<file path="src/rtl/pe_mac_sequencer.sv">
// Issue/hazard/credit sequencer for a single pe_unit MAC pipeline.
// Rounded results are collected in a small FIFO and drained over a valid/ready port.
module pe_mac_sequencer #(
  parameter int para_int_bits  = 7,
  parameter int para_frac_bits = 9,
  parameter int RES_DEPTH      = 4,
  localparam int W = para_int_bits + para_frac_bits
) (
  input  logic         clk,
  input  logic         rst_n,
  input  logic         pause,
  input  logic         op_valid,
  output logic         op_ready,
  input  logic [W-1:0] op_a,
  input  logic [W-1:0] op_b,
  input  logic [2:0]   op_idx,
  input  logic         op_last,
  output logic [W-1:0] pe_data_in_1,
  output logic [W-1:0] pe_data_in_2,
  output logic [3:0]   pe_add_number,
  output logic         pe_rounder_en,
  output logic         pe_keep,
  input  logic [W-1:0] pe_data_out,
  input  logic         pe_rounder_valid,
  input  logic [3:0]   pe_round_number,
  output logic         res_valid,
  input  logic         res_ready,
  output logic [W-1:0] res_data,
  output logic [2:0]   res_idx,
  output logic         busy
);
  localparam int PW = $clog2(RES_DEPTH);
  localparam int CW = PW + 2;
  localparam logic [CW-1:0] DEPTH_C = CW'(RES_DEPTH);

  logic          hz_valid_q, hz_valid_d;
  logic [2:0]    hz_idx_q, hz_idx_d;
  logic [CW-1:0] inflight_q, inflight_d;
  logic [CW-1:0] count_q, count_d;
  logic [PW-1:0] wr_ptr_q, wr_ptr_d;
  logic [PW-1:0] rd_ptr_q, rd_ptr_d;
  logic          cap_valid_q;
  logic [2:0]    cap_idx_q;
  logic [W+2:0]  mem_q [RES_DEPTH];

  logic no_credit, hazard, issue, round_issue, push, pop;
  logic unused_rn;

  assign unused_rn = pe_round_number[3];

  // A round needs a guaranteed FIFO slot before it may be issued.
  assign no_credit   = (count_q + inflight_q) >= DEPTH_C;
  assign hazard      = hz_valid_q && (op_idx == hz_idx_q);
  assign op_ready    = rst_n && !pause && !hazard && !(op_last && no_credit);
  assign issue       = op_valid && op_ready;
  assign round_issue = issue && op_last;

  assign res_valid            = (count_q != '0);
  assign {res_idx, res_data}  = mem_q[rd_ptr_q];
  assign pop                  = res_valid && res_ready;
  assign push                 = cap_valid_q && ((count_q != DEPTH_C) || pop);
  assign busy                 = (inflight_q != '0) || res_valid;

  // Freezing is only allowed once no round is draining through the pe pipeline.
  always_comb begin
    pe_data_in_1  = '0;
    pe_data_in_2  = '0;
    pe_add_number = '0;
    pe_rounder_en = 1'b0;
    pe_keep       = 1'b0;
    if (issue) begin
      pe_data_in_1  = op_a;
      pe_data_in_2  = op_b;
      pe_add_number = {1'b0, op_idx};
      pe_rounder_en = op_last;
    end else if (rst_n && pause && (inflight_q == '0)) begin
      pe_keep = 1'b1;
    end
  end

  always_comb begin
    hz_valid_d = round_issue;
    hz_idx_d   = op_idx;

    inflight_d = inflight_q;
    if (round_issue && !push)      inflight_d = inflight_q + 1'b1;
    else if (!round_issue && push) inflight_d = inflight_q - 1'b1;

    count_d = count_q;
    if (push && !pop)      count_d = count_q + 1'b1;
    else if (!push && pop) count_d = count_q - 1'b1;

    wr_ptr_d = push ? wr_ptr_q + 1'b1 : wr_ptr_q;
    rd_ptr_d = pop  ? rd_ptr_q + 1'b1 : rd_ptr_q;
  end

  always_ff @(posedge clk) begin
    if (!rst_n) begin
      hz_valid_q  <= 1'b0;
      hz_idx_q    <= '0;
      inflight_q  <= '0;
      count_q     <= '0;
      wr_ptr_q    <= '0;
      rd_ptr_q    <= '0;
      cap_valid_q <= 1'b0;
      cap_idx_q   <= '0;
    end else begin
      hz_valid_q  <= hz_valid_d;
      hz_idx_q    <= hz_idx_d;
      inflight_q  <= inflight_d;
      count_q     <= count_d;
      wr_ptr_q    <= wr_ptr_d;
      rd_ptr_q    <= rd_ptr_d;
      cap_valid_q <= pe_rounder_valid;
      cap_idx_q   <= pe_round_number[2:0];
    end
  end

  // pe_data_out trails rounder_valid by one cycle, so it pairs with the captured index.
  always_ff @(posedge clk) begin
    if (push) mem_q[wr_ptr_q] <= {cap_idx_q, pe_data_out};
  end

endmodule

</file>
<file path="config.mk">
export PLATFORM = sky130hd
export DESIGN_NAME = pe_mac_sequencer
export DESIGN_NICKNAME = d
export VERILOG_FILES = /design/src/rtl/pe_mac_sequencer.sv
export SDC_FILE = /design/constraint.sdc
export NUM_CORES = 1
export LEC_CHECK = 0
export ABC_AREA = 0
export BUFFER_PORTS_ARGS = -buffer_cell sky130_fd_sc_hd__buf_4
export CAP_MARGIN = 20
export CORE_UTILIZATION = 40
export CTS_CLUSTER_SIZE = 25
export DETAILED_ROUTE_END_ITERATION = 6
export PLACE_DENSITY = 0.67
export SETUP_SLACK_MARGIN = 0.3
export SLEW_MARGIN = 20
export SYNTH_ARGS = -nofsm -noshare
export SYNTH_HDL_FRONTEND = slang
export SYNTH_SLANG_ARGS = --single-unit
</file>
<file path="constraint.sdc">
create_clock -name clk -period 3.21 [get_ports clk]
set_clock_uncertainty 0.2 [all_clocks]
set_input_delay 0.1605 -clock clk [delete_from_list [all_inputs] [get_ports clk]]
set_output_delay 0.1605 -clock clk [all_outputs]
set_load 0.01 [all_outputs]
</file>
; ---- After elaboration in Yosys (flattened, before gate mapping)
; Memories as Yosys holds them, arrays and structs flattened. A register that Yosys moved wholly into a read port is not among the register bits.
; Cells that the tools add are included.
[word_totals]
reg_bits = 20
ramBits = 76
mem_count = 1
[op_classes]
add_sub_neg = 7
n_lt_le_gt_ge = 1
n_eq_ne = 2
n_mux = 14
reduce_logical = 28
[mem_list]
columns = memory, depth, word_bits, rd, rd_clocked_by_memory_dff, wr, line
row1 = mem_q, 4, 19, 1, 1, 1, 44  ; logic [W+2:0] mem_q [RES_DEPTH];
[ops]
columns = cell, n
row1 = $mux 16, 2
row2 = $mux 4, 4
row3 = $logic_and 1x1->1, 15
row4 = $add 4x1->4 const B, 2
row5 = $reduce_bool 4->1, 2
row6 = $sub 4x1->4 const B, 2
row7 = $logic_not 1->1, 6
row8 = $mux 1, 5
row9 = $add 2x1->2 const B, 2
row10 = $add 4x4->4, 1
row11 = $ge 4x3->1 const B, 1
row12 = $logic_not 4->1, 1
row13 = $mux 2, 2
row14 = $ne 4x3->1 const B, 1
row15 = $reduce_bool 2->1, 2
row16 = $eq 3x3->1, 1
row17 = $mux 3, 1
row18 = $logic_or 1x1->1, 2

; ---- Depth between registers and ports, before layout
[logic_depth]
ltp_word = 11
depth_mapped = 12
mapped_depth_nobuf = 12

; ---- Worst setup path before layout
; No wires, ideal clock.
[synth_path]
path_kind = register to register
from = reg count_q[1]
to = reg inflight_q[3]
setup_ps = 72
arrival_ps = 2913
required_ps = 2938
slack_ps = 25
stages_incl_launch_ff = 13
period_less_slack_ps = 3185
path_cell_list = dfxtp_1 -> ha_1 -> a31o_1 -> o41ai_2 -> o311a_4 -> and2_1 -> ha_1 -> inv_1 -> ha_1 -> a21oi_1 -> a211oi_1 -> a31oi_1 -> mux2i_1
[synth_via]
elab_chain_cells = 10
elab_cells_between_ends = 18
[synth_rtl]
columns = item, line
row1 = from (decl), 39  ; logic [CW-1:0] count_q, count_d;
row2 = from (signal assigned), 111  ; count_q <= count_d;
row3 = $add 4x4->4, 52  ; assign no_credit = (count_q + inflight_q) >= DEPTH_C;
row4 = $ge 4x3->1, 52
row5 = $logic_and 1x1->1, 54  ; assign op_ready = rst_n && !pause && !hazard && !(op_last && no_credit);
row6 = $logic_not 1->1, 54
row7 = $logic_and 1x1->1, 54
row8 = $logic_and 1x1->1, 55  ; assign issue = op_valid && op_ready;
row9 = $logic_and 1x1->1, 56  ; assign round_issue = issue && op_last;
row10 = $logic_not 1->1, 87  ; else if (!round_issue && push) inflight_d = inflight_q - 1'b1;
row11 = $logic_and 1x1->1, 87
row12 = $reduce_bool 2->1 (no source line), n/a
row13 = to (signal assigned), 110  ; inflight_q <= inflight_d;
row14 = to (decl), 38  ; logic [CW-1:0] inflight_q, inflight_d;
; Parallel ways exist; a longest one is shown, timed or not.
; A chain may end at the register's enable or synchronous reset.

; ---- Worst setup path in the final report
[layout_path]
from = reg inflight_q[1]
to = reg inflight_q[3]
[layout_via]
elab_chain_cells = 10
elab_cells_between_ends = 15
[layout_rtl]
columns = item, line
row1 = $add 4x4->4, 52
row2 = $ge 4x3->1, 52
row3 = $logic_and 1x1->1, 54
row4 = $logic_not 1->1, 54
row5 = $logic_and 1x1->1, 54
row6 = $logic_and 1x1->1, 55
row7 = $logic_and 1x1->1, 56
row8 = $logic_not 1->1, 87
row9 = $logic_and 1x1->1, 87
row10 = $reduce_bool 2->1 (no source line), n/a
; Parallel ways exist; a longest one is shown, timed or not. The select of a mux whose other input is x is not followed.

==> run_results.csv <==
group,metric,value,unit
synth,synth_simple_gate_area_share,0.130,
synth,yosysWarnings,0,
pwr,ir_worst_vdd,0.000296,V
timing,max_slew.worst_pin.slew,0.620,ns
global_route,antenna_found_initial,0,
global_route,grt_pass1_vias,2598,
cells_and_area,final_layout_size_suffix_gt1_frac,0.499,
critical_path,r2r_end,"inflight_q[3]",
route,drt-vias-per-instance,4.73,
critical_path,path_class,"flop to flop",
cells_and_area,fin_cells,563,
synth,synth_top_family_by_area,"simple AND/OR/NAND/NOR gates",
floorplan,dieArea,11100,um^2
global_route,grt_max_degree,37,
critical_path,r2r_slack,0.34,ns
synth,netlist_area,4280,um^2
cts,cts_sinks,98,
place,port_buffers,119,
global_route,overflow,0,
place,dpl.cell_count,508,
cells_and_area,fin_nets,498,
place,placed_cell_area,5330,um^2
cts,cts_tree,"yes",
pwr,p_leak,2.36,nW
route,routed_wl,8.16,mm
synth,synth_compound_area_frac,0.0287,
critical_path,r2r_start,"inflight_q[1]",
timing,rsz0062_at_grt,"true",
floorplan,coreArea,10300,um^2
route,drc,0,
critical_path,reg2regPathDepth,12,
critical_path,cp.arrival,2.95,ns
timing,setup_viol,0,
place,gp_congestion,0.737,
timing,setup_ws,0.343,ns
timing,finalCritPeriodShare,0.893,
timing,fin_hold_ws,0.0826,ns
critical_path,worst_setup_path_end_kind,"flop",
global_route,grt.met3_usage,0.0346,
critical_path,worstPathRequired,3.29,ns
floorplan,die_w,105,um
cts,clock_latency,0.35,ns
global_route,grt.met1_usage,0.189,
cts,htreeDepth,3,
route,ant_nets,0,
timing,timing.final.max_slew_violations,0,
cells_and_area,final_area,5980,um^2
cts,clkSlewWorstSetupHoldPaths,0.10,ns
synth,yosysSeqAreaShare,0.637,
timing,timing.fmax,349,MHz
global_route,top_usage_layer,"met2",
synth,synth_xor_area_frac,0.0225,
synth,synth_mux_area_frac,0.112,
run,cap_viol_max_count,0,
global_route,grtUsageTotal,0.148,
hold_path,whs_path_depth,4,
route,drt_iter0_markers,103,
global_route,grt_use_met2,0.253,
critical_path,start_kind,"flop",
timing,fin_crit,2.87,ns
floorplan,num_io_pins,122,
synth,synth_nets,335,
global_route,grt_pass1_wl,12.5,mm
hold_path,hold_path.class,"primary input to flop",
cts,numCtsBuffers,9,
pwr,p_per_area,557,nW/um^2
cells_and_area,final_util,0.579,
cells_and_area,final_cell_mix,"buf_4, edfxtp_1, dlygate4sd3_1",
timing,hold_viol_final,0,
route,num_vias,2663,
cells_and_area,final_common_cell,"buf_4",
synth,syn_inst,259,
cells_and_area,diodes,0,
synth,avgSynthCellArea,16.5,um^2
synth,synth_seq_cells,98,
floorplan,die_y,105,um
hold_path,hp-start,"res_ready",
synth,synth_cell_types,36,
synth,synthAdderAreaFrac,0.0445,
outcome,status,"finished clean",
timing,max-slew-margin-rel,0.587,
pwr,total_power,3.33,mW
cts,root_buffer,"clkbuf_8",
route,post_drt_wl_per_cell,14.5,um
cts,cts_buffer_depth,2,
floorplan,initial_utilization,0.414,
floorplan,core.rowCount,37,
place,dp_hpwl,5.41,mm
route,drtPass1Iterations,4,
place,dp_slack,0.243,ns
timing,fin_setup_tns,0,ns
critical_path,crit_path_max_fanout,4,
cells_and_area,area_delta_synth_final,39.7,%
==> report_power, final <==
| group | total [mW] | internal, mW | switching [mW] |
|---|---|---|---|
| Sequential | 1.52 | 1.45 | 0.0658 |
| Clock | 0.754 | 0.318 | 0.436 |
| Combinational | 1.05 | 0.598 | 0.454 |
==> cell type report <==
type	count	area, um^2
clock inverters	6	53.8
multi-input cells	143	1540
flip-flops and latches	98	2730
fillers	834	4350
inverters	5	21.3
repair buffers	165	1320
clock buffers	10	138
well taps	136	170
==> repair_timing <==
action / 4_1_cts / 5_1_grt
setup endpoints to repair: 2 / 28
resized for setup: 5 / 8
pin swaps: 2 / 6
gates cloned: 0 / 0
hold buffers: 32 / 0
hold endpoints to repair: 86 / 0
buffers inserted: 3 / 4
==> cell families after synthesis <==
logic type      Yosys count
mux                      24
other cells               1
buf+inv                  18
simple gates             79
fa+ha+maj                14
xor+xnor                 11
compound gates           14
flops                    98
==> per-layer routing <==
metal  wire length, um  share of wire
met1              3600           0.44
met2              4100           0.50
met3               382          0.047
met4                72         0.0088
met5                 0              0
==> critical path, stage by stage, from the launching register on <==
cell      delay (ns)
dfxtp_4         0.36
ha_4            0.23
a31o_4          0.23
and3_4          0.17
o311a_4         0.37
and2_4          0.15
ha_4            0.16
inv_4           0.08
ha_4            0.22
a21oi_4         0.17
a211oi_2        0.08
a31oi_1         0.18
mux2i_1         0.21
==> cell usage after synthesis <==
| master | instances | area [um^2] |
|---|---|---|
| and2_1 | 26 | 163 |
| nor4_1 | 1 | 6.26 |
| ha_1 | 12 | 150 |
| inv_1 | 5 | 18.8 |
| and2_4 | 30 | 263 |
| a31o_1 | 1 | 8.76 |
| o31a_1 | 1 | 8.76 |
| a21oi_1 | 2 | 10.0 |
| nand3_1 | 3 | 15.0 |
| a31oi_1 | 2 | 12.5 |
| xor2_1 | 1 | 8.76 |
| nor2_1 | 2 | 7.51 |
| or4_1 | 1 | 7.51 |
| mux2i_1 | 5 | 50.1 |
| o41a_1 | 1 | 11.3 |
| edfxtp_1 | 76 | 2280 |
| conb_1 | 1 | 3.75 |
| buf_2 | 2 | 10.0 |
| and4bb_1 | 1 | 12.5 |
| a41oi_1 | 1 | 8.76 |
| mux4_2 | 19 | 428 |
| nor2b_1 | 3 | 18.8 |
| o21ai_0 | 2 | 10.0 |
| nand2_1 | 5 | 18.8 |
| a211oi_1 | 2 | 15.0 |
| nand2b_1 | 5 | 31.3 |
| clkbuf_1 | 6 | 22.5 |
| fa_1 | 2 | 40.0 |
| buf_8 | 3 | 45.0 |
| dfxtp_1 | 22 | 440 |
| o311a_4 | 1 | 21.3 |
| buf_1 | 1 | 3.75 |
| and3_1 | 2 | 12.5 |
| o41ai_2 | 1 | 16.3 |
| buf_4 | 1 | 7.51 |
| xnor2_1 | 10 | 87.6 |
==> state kept, by name, indices dropped and copies added (netlist names), named ones only <==
| name | flops |
|---|---|
| cap_idx_q | 3 |
| cap_valid_q | 1 |
| count_q | 4 |
| hz_idx_q | 3 |
| hz_valid_q | 1 |
| inflight_q | 4 |
| mem_q | 76 |
| rd_ptr_q | 2 |
| wr_ptr_q | 2 |
==> worst max path at each step <==
stage                   from            end  slack, ns  depth (start not counted)
6_report       inflight_q[1]  inflight_q[3]       0.34                         12
5_1_grt        inflight_q[1]  inflight_q[3]       0.24                         12
4_1_cts           count_q[1]  inflight_q[3]       0.30                         12
3_5_place_dp      count_q[1]  inflight_q[3]       0.24                         12
3_3_place_gp   inflight_q[1]  inflight_q[3]       0.30                         12
2_1_floorplan  inflight_q[1]  inflight_q[3]       0.31                         12
Power figures use the tool's default switching activity.
